### config.mk
export PLATFORM = sky130hd
export DESIGN_NAME = rtc_calendar_core
export DESIGN_NICKNAME = d
export VERILOG_FILES = /design/src/rtl/rtc_calendar_core.sv
export SDC_FILE = /design/constraint.sdc
export NUM_CORES = 1
export LEC_CHECK = 0
export ABC_AREA = 1
export CAP_MARGIN = 40
export CORE_MARGIN = 10
export CORE_UTILIZATION = 37
export DETAILED_ROUTE_END_ITERATION = 8
export PLACE_DENSITY = 0.62
export SYNTH_ARGS = -nofsm -noshare
export SYNTH_HDL_FRONTEND = slang
export SYNTH_SLANG_ARGS = --single-unit
export TNS_END_PERCENT = 10
### constraint.sdc
create_clock -name clock -period 2.9 [get_ports clock]
set_input_delay 0.87 -clock clock [delete_from_list [all_inputs] [get_ports clock]]
set_output_delay 0.87 -clock clock [all_outputs]
set_load 0.02 [all_outputs]
### src/rtl/rtc_calendar_core.sv
// rtc_calendar_core: prescaled hh:mm:ss clock with day/month calendar, checked field writes and 12/24h view.
// Alarm registers and the alarm_hit pulse exist only when RTC_ALARM_EN is defined.
module rtc_calendar_core #(
  parameter int TICK_DIV = 65536,
  parameter int DIV_W    = 16
) (
  input  logic       clock,
  input  logic       reset,
  input  logic       run,
  input  logic       mode12,
  input  logic       set_valid,
  input  logic [2:0] set_sel,
  input  logic [5:0] set_value,
  output logic       set_err,
  output logic       tick,
  output logic [5:0] sec,
  output logic [5:0] min,
  output logic [4:0] hour,
  output logic [4:0] hour_disp,
  output logic       pm,
  output logic [4:0] day,
  output logic [3:0] month,
  output logic       alarm_hit
);

  logic [DIV_W-1:0] presc;
  logic             wr_ok, wr_acc, tick_adv;
  logic             sec_wrap, min_wrap, hour_wrap, day_wrap, carry_day;
  logic [5:0]       nxt_sec, nxt_min;
  logic [4:0]       nxt_hour, nxt_day, new_len;
  logic [3:0]       nxt_month;

`ifdef RTC_ALARM_EN
  logic [4:0]       alarm_hour;
  logic [5:0]       alarm_min;
`endif

  function automatic logic [4:0] month_len(input logic [3:0] m);
    case (m)
      4'd2:                     return 5'd28;
      4'd4, 4'd6, 4'd9, 4'd11:  return 5'd30;
      default:                  return 5'd31;
    endcase
  endfunction

  assign tick     = run && (presc == DIV_W'(TICK_DIV - 1));
  assign new_len  = month_len(set_value[3:0]);
  assign wr_acc   = set_valid && wr_ok;
  // An accepted write owns the fields this edge; the coincident tick only pulses.
  assign tick_adv = tick && !wr_acc;

  always_comb begin
    wr_ok = 1'b0;
    case (set_sel)
      3'd0, 3'd1: wr_ok = (set_value <= 6'd59);
      3'd2:       wr_ok = (set_value <= 6'd23);
      3'd3:       wr_ok = (set_value != 6'd0) && (set_value <= {1'b0, month_len(month)});
      3'd4:       wr_ok = (set_value != 6'd0) && (set_value <= 6'd12);
`ifdef RTC_ALARM_EN
      3'd5:       wr_ok = (set_value <= 6'd23);
      3'd6:       wr_ok = (set_value <= 6'd59);
`endif
      default:    wr_ok = 1'b0;
    endcase
  end

  always_comb begin
    sec_wrap  = (sec == 6'd59);
    min_wrap  = (min == 6'd59);
    hour_wrap = (hour == 5'd23);
    day_wrap  = (day == month_len(month));
    carry_day = sec_wrap && min_wrap && hour_wrap;
    nxt_sec   = sec_wrap ? 6'd0 : sec + 6'd1;
    nxt_min   = min;
    nxt_hour  = hour;
    nxt_day   = day;
    nxt_month = month;
    if (sec_wrap) nxt_min = min_wrap ? 6'd0 : min + 6'd1;
    if (sec_wrap && min_wrap) nxt_hour = hour_wrap ? 5'd0 : hour + 5'd1;
    if (carry_day) nxt_day = day_wrap ? 5'd1 : day + 5'd1;
    if (carry_day && day_wrap) nxt_month = (month == 4'd12) ? 4'd1 : month + 4'd1;
  end

  always_ff @(posedge clock) begin
    if (!reset) begin
      presc   <= '0;
      sec     <= 6'd0;
      min     <= 6'd0;
      hour    <= 5'd0;
      day     <= 5'd1;
      month   <= 4'd1;
      set_err <= 1'b0;
    end else begin
      set_err <= set_valid && !wr_ok;
      if (run) presc <= tick ? '0 : presc + DIV_W'(1);
      if (wr_acc) begin
        case (set_sel)
          3'd0: begin
            sec   <= set_value;
            presc <= '0;
          end
          3'd1: min  <= set_value;
          3'd2: hour <= set_value[4:0];
          3'd3: day  <= set_value[4:0];
          3'd4: begin
            month <= set_value[3:0];
            if (day > new_len) day <= new_len;
          end
          default: ;
        endcase
      end else if (tick_adv) begin
        sec   <= nxt_sec;
        min   <= nxt_min;
        hour  <= nxt_hour;
        day   <= nxt_day;
        month <= nxt_month;
      end
    end
  end

`ifdef RTC_ALARM_EN
  always_ff @(posedge clock) begin
    if (!reset) begin
      alarm_hour <= 5'd0;
      alarm_min  <= 6'd0;
      alarm_hit  <= 1'b0;
    end else begin
      // Only a tick landing on hh:mm:00 fires; writing the matching time does not.
      alarm_hit <= tick_adv && (nxt_sec == 6'd0) && (nxt_min == alarm_min) && (nxt_hour == alarm_hour);
      if (wr_acc && set_sel == 3'd5) alarm_hour <= set_value[4:0];
      if (wr_acc && set_sel == 3'd6) alarm_min  <= set_value;
    end
  end
`else
  assign alarm_hit = 1'b0;
`endif

  always_comb begin
    hour_disp = hour;
    pm        = 1'b0;
    if (mode12) begin
      pm = (hour >= 5'd12);
      if (hour == 5'd0)      hour_disp = 5'd12;
      else if (hour > 5'd12) hour_disp = hour - 5'd12;
    end
  end

endmodule
# Yosys cells after proc, flatten, opt, wreduce, memory -nomap -nowiden
# Cells that the tools add are included.
dict set report totals {
  input_bits 14
  output_inout_bits 35
  ff_bits 43
  elab_cells 111
}
dict set report classes {
  addsub 7
  n_reduce_logical 27
  n_lt_le_gt_ge 7
  eq_ne 26
  n_mux 37
}
# op count
set op_table {}
lappend op_table {{2-to-1 mux 5 bit} 14}
lappend op_table {{2-to-1 mux 16 bit} 4}
lappend op_table {{2-to-1 mux 6 bit} 9}
lappend op_table {{== test 4 bit (second input constant)} 5}
lappend op_table {{2-to-1 mux 4 bit} 5}
lappend op_table {{adder 16 x 1 -> 16 bit (second input constant)} 1}
lappend op_table {{== test 16 bit (second input constant)} 1}
lappend op_table {{== test 4 x 3 -> 1 bit (second input constant)} 4}
lappend op_table {{adder 6 x 1 -> 6 bit (second input constant)} 2}
lappend op_table {{== test 6 bit (second input constant)} 2}
lappend op_table {{adder 5 x 1 -> 5 bit (second input constant)} 2}
lappend op_table {{case mux 5 bit (2 select lines)} 1}
lappend op_table {{nonzero test 2 bit} 5}
lappend op_table {{logical AND 1 bit} 9}
lappend op_table {{AND reduction 3 bit} 3}
lappend op_table {{== test 4 x 2 -> 1 bit (second input constant)} 2}
lappend op_table {{inequality test 2 x 1 -> 1 bit (second input constant)} 4}
lappend op_table {{case mux 2 bit (2 select lines)} 2}
lappend op_table {{OR reduction 4 bit} 2}
lappend op_table {{== test 3 x 2 -> 1 bit (second input constant)} 2}
lappend op_table {{<= comparator 6 x 4 -> 1 bit (second input constant)} 1}
lappend op_table {{<= comparator 6 x 5 -> 1 bit} 1}
lappend op_table {{<= comparator 6 x 5 -> 1 bit (second input constant)} 1}
lappend op_table {{<= comparator 6 bit (second input constant)} 1}
lappend op_table {{20 further kinds} 21}

# Longest topological paths before layout
# Gate-level depths: netlist of the first run.
dict set report logic_depth {
  ltp_word 12
  mapped_depth 18
  depth_no_buf 18
}

# Worst setup path after synthesis of the first run
# No wires, ideal clock.
dict set report synth_timing {
  kind {input-to-output}
  start {input run}
  end {output tick}
  setup_slack_ns 0.236
  t_arrival_ns 1.794
  path_stages 2
  t_required_ns 2.030
  n_path_buf 0
  path_cell_list {nand2_1 -> nor4_1}
}
dict set report synth_via {
  elab_chain_cells 1
}
# element line_no
set synth_lines {}
lappend synth_lines {{start: declaration} 9} ;# input logic run,
lappend synth_lines {{logical AND 1 bit} 46} ;# assign tick = run && (presc == DIV_W'(TICK_DIV - 1));
lappend synth_lines {{end: declaration} 15} ;# output logic tick,
# Every way passes these cells.

# Worst setup path after layout of the first run
dict set report layout_timing {
  start {input mode12}
  end {output hour_disp[1]}
}
dict set report layout_via {
  elab_chain_cells 1
}
# element line_no
set layout_lines {}
lappend layout_lines {{start: declaration} 10} ;# input logic mode12,
lappend layout_lines {{2-to-1 mux 5 bit} 141} ;# if (mode12) begin
lappend layout_lines {{end: declaration} 19} ;# output logic [4:0] hour_disp,
# Every way passes these cells.

==> results of run 1 <==
[through the flow]
stage	cells	hold slack, ns	setup TNS (ns)
detailed placement	712	0.514	-6.62
global route	720	0.557	-0.109
finish	720	0.530	0
CTS	720	0.537	-0.00426
floorplan	535	0.484	0
global placement	712	0.504	-5.52
[where the power goes]
part | internal (mW) | leakage (nW) | total, mW | switching, mW
combinational | 0.130 | 1.71 | 0.292 | 0.162
clock | 0.170 | 0.0422 | 0.384 | 0.215
sequential | 0.612 | 0.348 | 0.636 | 0.0240
total | 0.911 | 2.10 | 1.31 | 0.401
[repair_timing]
action                                  CTS  global route
endpoints found under the setup margin    7            22
gates resized for setup                  24            16
pin swaps                                 0             1
buffers inserted                          0             0
[worst min-delay path: stages, from the launching register on]
cell	delay, ns
dfxtp_1	0.34
xnor2_1	0.08
nor2_1	0.07
[routing by layer]
layer	vias to the layer above	share of wire	GRT usage
li1	1847	-	-
met1	1607	0.44	0.164
met2	67	0.49	0.243
met3	9	0.054	0.0294
met4	0	0.014	0.0384
met5	-	0	0
[cell families (layout without fill, tap and decap cells)]
logic type | count (synthesis) | after routing | synth area share
AO/OA/AOI/OAI | 49 | 49 | 0.0842
XOR/XNOR | 18 | 18 | 0.0480
adder cells (fa/ha/maj) | 17 | 17 | 0.0648
buffers and inverters | 88 | 165 | 0.112
flip-flops | 43 | 43 | 0.262
other | 1 | 1 | 0.00114
AND/OR/NAND/NOR | 319 | 319 | 0.428
[flip-flops by register name, summed over array words and instances, names as in the netlist]
| register | flops |
|---|---|
| hour | 5 |
| min | 6 |
| set_err | 1 |
| sec | 6 |
| day | 5 |
| month | 4 |
| presc | 16 |
[how the worst max path moves through the flow]
stage / startpoint / to / slack, ns / cells after the start
global placement: run / tick / -0.47 / 5
detailed placement: run / tick / -0.47 / 5
floorplan: run / tick / 0.24 / 2
finish: mode12 / hour_disp[1] / 0.01 / 6
CTS: mode12 / hour_disp[3] / -0.004 / 8
global route: mode12 / hour_disp[3] / -0.05 / 8
[layout by cell type, fill, tap and decap left out, drive strengths merged, types with 2 or more instances in the layout]
cell,n
nor3,12
o31ai,2
dfxtp,43
xor2,14
nand3,62
nor4,3
nor2,89
o21bai,2
inv,73
ha,17
nand2,143
o21ai,15
o211ai,5
buf,42
clkdlybuf4s50,38
nand4,6
a21oi,22
dlymetal6s2s,2
clkbuf,7
xnor2,4
[cell type report]
class,instances,area share
Timing Repair Buffer,84,0.181
Clock inverter,1,0.00119
Multi-Input combinational cell,404,0.498
Inverter,73,0.0650
Sequential cell,43,0.204
Clock buffer,7,0.0181
Tap cell,108,0.0320
==> results.toml, run 1 <==
[outcome]
status = "completed"

[power_and_ir_drop]
max-vdd-ir-drop_mv = 0.152
p_total_mw = 1.31
p_leak_nw = 2.10
cellPowerDensity_nw_per_um2 = 311

[cts]
cts_buffer_depth = 2
htreeDepth = 2
cts_sinks = 43
root_buffer = "clkbuf_8"
clk_pin_slew_ns = 0.08
cts-buffers-inserted = 5
insertion_delay_ns = 0.30
cts_tree = "done"
cts_hold_buf = 0

[timing]
layout_setup_ws_ns = 0.0143
rsz0062_at_grt = "yes"
setup_viol = 0
clock.fmax_mhz = 347
hold_viol = 0
fin_skew_ns = 0.0138
drv_slew = 0
period_needed_ns = 2.89
period_share = 0.995

[floorplanning]
pin_count = 49
core_area_um2 = 8680
die_area_um2 = 13000
die_w_um = 114
initial_core_util = 0.378
rows = 34
die_y_um = 114

[final_layout]
drive_gt1_frac = 0.118
multiInputGateArea_um2 = 2100
seq_area_um2 = 862
final_nets = 642
fin_area_um2 = 4220
final_util = 0.486
num-fill-cells = 923
area_growth_pct = 28.4
diodes = 0

[drt]
drt_pre_antenna_iters = 4
drtIter0Drc = 202
ant_nets = 0
routed_wl_um = 9000
wl_per_cell_um = 12.5
drc = 0
num_vias = 3530
via_per_inst = 4.90

[global_routing]
grt_max_degree = 28
overflow = 0
grt_pass1_wl_um = 15200
antenna_found_initial = 0
grt_pass1_vias = 3400
track_usage = 0.138

[synthesis]
netlist_top_cells_count = "nand2_1, nor2_1, inv_1"
synth_top_cell_area_share = 0.262
netlist_area_um2 = 3280
synth_flop_cell = "dfxtp_1"
ys_seq_area_frac = 0.262
synth-seq-cells = 43
yosysTopAreaCell = "dfxtp_1"
yosysWarnings = 0
yosys-top-cells-area = "dfxtp_1, nand2_1, nor2_1"
synth_nets = 566
synth-edff-count = 0
avgSynthCellArea_um2 = 6.14
async_flop_share = 0
yosysMostFrequentCell = "nand2_1"
synth.distinct_cells = 37
synthCells = 535

[hold_path]
hold_start = "presc[14]"
hold_depth = 2
worstHoldEndpoint = "presc[14]"
hp-class = "reg -> reg"

[setup_path]
path_buf_inv = 4
slowest_stage = "clkdlybuf4s50_1"
crit_path_max_fanout = 4
startpoint_type = "input port"
r2r_cells = 18
critPathArrivalTime_ns = 2.02
r2r_slack_ns = 0.26
rr_startpoint = "month[1]"
cp_data_required_time_ns = 2.03
critical_path_class = "in -> out"
worst_setup_path_end_kind = "output pin"
cpPeakStageDelay_ns = 0.48
timing.rr.end = "day[2]"
crit_family = "buffers and inverters"
path_cells = "clkdlybuf4s50_1, buf_4, nand4_1, nand2_1, inv_1, clkdlybuf4s15_2"

[placement]
pre_cts_ws_ns = -0.475
dp_hpwl_um = 7000
place.gp.congestion = 0.892
numPortBuffers = 47
place_area_um2 = 4100

[flow_run]
drv_cap = 0
(Power assumes the default switching activity.)
==> inputs of run 2 (changes only) <==
- PLACE_DENSITY: 0.62 -> 0.65
==> run 2 against run 1 <==
  * First-iteration DRC count shrank 1.5%
  * Non-clock buffer count shrank 2
  * Global-route usage fell by 0.29 points
  * Combinational power decreased by 1%
  * Fmax up 0.63%
  * Total power grew 8.0%
  * Largest cell class unchanged
  * Highest routed layer unchanged
==> results.toml, run 2 (synthesis gave the netlist of run 1 again) <==
[timing]
setup_viol = 0
hold_ws_ns = 0.522
period_needed_ns = 2.87
hold_viol = 0
layout_setup_ws_ns = 0.0324
rsz0062_at_grt = "yes"
drv_slew = 0
period_share = 0.989
setup_tns_ns = 0
clock.fmax_mhz = 349
fin_skew_ns = 0.00308

[flow_run]
drv_cap = 0

[drt]
drt_pre_antenna_iters = 5
num_vias = 3547
via_per_inst = 4.94
ant_nets = 0
routed_wl_um = 9220
drc = 0
drtIter0Drc = 199
wl_per_cell_um = 12.8

[hold_path]
hp-class = "reg -> reg"
hold_start = "month[0]"
hold_depth = 2

[final_layout]
mostFrequentLayoutCells = "nand2_1, nor2_1, inv_1, nand3_1, dfxtp_1"
diodes = 0
largest_register_ff_count = 16
regMostFlops = "presc"
final_nets = 640
fin_cells = 718
fin_area_um2 = 4220
area_growth_pct = 28.6
top_regs = "presc (16), min (6), sec (6)"
layout_commonest_cell = "nand2_1"
final_util = 0.487
drive_gt1_frac = 0.121

[setup_path]
critPathArrivalTime_ns = 2.00
startpoint_type = "input port"
setup.worst_path.start = "mode12"
critical_path_class = "in -> out"
slowest_stage = "clkdlybuf4s50_1"
crit_path_max_fanout = 4
cpPeakStageDelay_ns = 0.48
worst_setup_path_end_kind = "output pin"
path_cells = "clkdlybuf4s50_1, buf_4, nand4_1, nand2_1, inv_1, clkdlybuf4s15_2"
r2r_cells = 18
cp_data_required_time_ns = 2.03
rr_startpoint = "month[1]"

[placement]
numPortBuffers = 47
dp_hpwl_um = 7090
place.gp.congestion = 0.926
place_area_um2 = 4060
pre_cts_ws_ns = -0.468
dp_cells = 710

[power_and_ir_drop]
switching_share = 0.284
p_leak_nw = 2.12
cellPowerDensity_nw_per_um2 = 336
p_seq_frac = 0.448
intPower_mw = 1.01
pwr-share-comb = 0.203
max-vdd-ir-drop_mv = 0.231
switching_power_mw = 0.403
clkPwrFrac = 0.348
p_total_mw = 1.42

[outcome]
status = "completed"

[floorplanning]
die_y_um = 114
pin_count = 49
die_area_um2 = 13000
core_area_um2 = 8680
initial_core_util = 0.378
die_w_um = 114
rows = 34

[global_routing]
grt_pass1_vias = 3208
grt_max_degree = 28
track_usage = 0.135
antenna_found_initial = 0
grt_pass1_wl_um = 14700
overflow = 0

[cts]
cts_sinks = 43
cts_tree = "done"
root_buffer = "clkbuf_8"
cts_buffer_depth = 2
cts-buffers-inserted = 5
insertion_delay_ns = 0.30
clk_pin_slew_ns = 0.08
postCtsSetupBuffers = 0
htreeDepth = 2
## run 2: timing repair
item | in CTS | in global routing
hold endpoints to repair | 0 | 0
endpoints found under the setup margin | 7 | 27
resized for setup | 24 | 18
pin swaps | 0 | 0
cloned | 0 | 0
hold buffers | 0 | 0
## run 2: worst max-delay path, delay by kind of cell
family	cells	cell delay (ns)
simple gates	2	0.26
buf+inv	4	0.88
## run 2: routing by layer
layer | routed length, µm | vias to the layer above | GRT usage
met5 | 0 | - | 0
met4 | 136 | 0 | 0.0459
met3 | 441 | 12 | 0.0267
met2 | 4380 | 73 | 0.226
met1 | 4260 | 1616 | 0.168
li1 | - | 1846 | -
## run 2: final cells by class
cell class / count / area [µm²]
flip-flops and latches: 43 / 863
inverters: 73 / 274
well taps: 108 / 135
clock inverters: 2 / 35.0
fillers: 895 / 4460
clock buffers: 6 / 82.6
multi-input cells: 404 / 2110
repair buffers: 82 / 721
## run 2: worst paths after layout
path / to / slack, ns
hold / removal: month[0] / 0.52
setup reg to reg: month[1] / 0.24
setup / recovery: hour_disp[0] / 0.03
hold reg to reg: month[0] / 0.52
## run 2: power groups by stage
| stage | Clock, mW | Sequential, mW | Combinational, mW |
|---|---|---|---|
| 4_1_cts | 0.515 | 0.635 | 0.283 |
| 3_5_place_dp | 0 | 0.649 | 0.283 |
| 2_1_floorplan | 0 | 0.657 | 0.159 |
| 5_1_grt | 0.533 | 0.640 | 0.320 |
| 6_report | 0.494 | 0.635 | 0.288 |
| 3_3_place_gp | 0 | 0.648 | 0.278 |
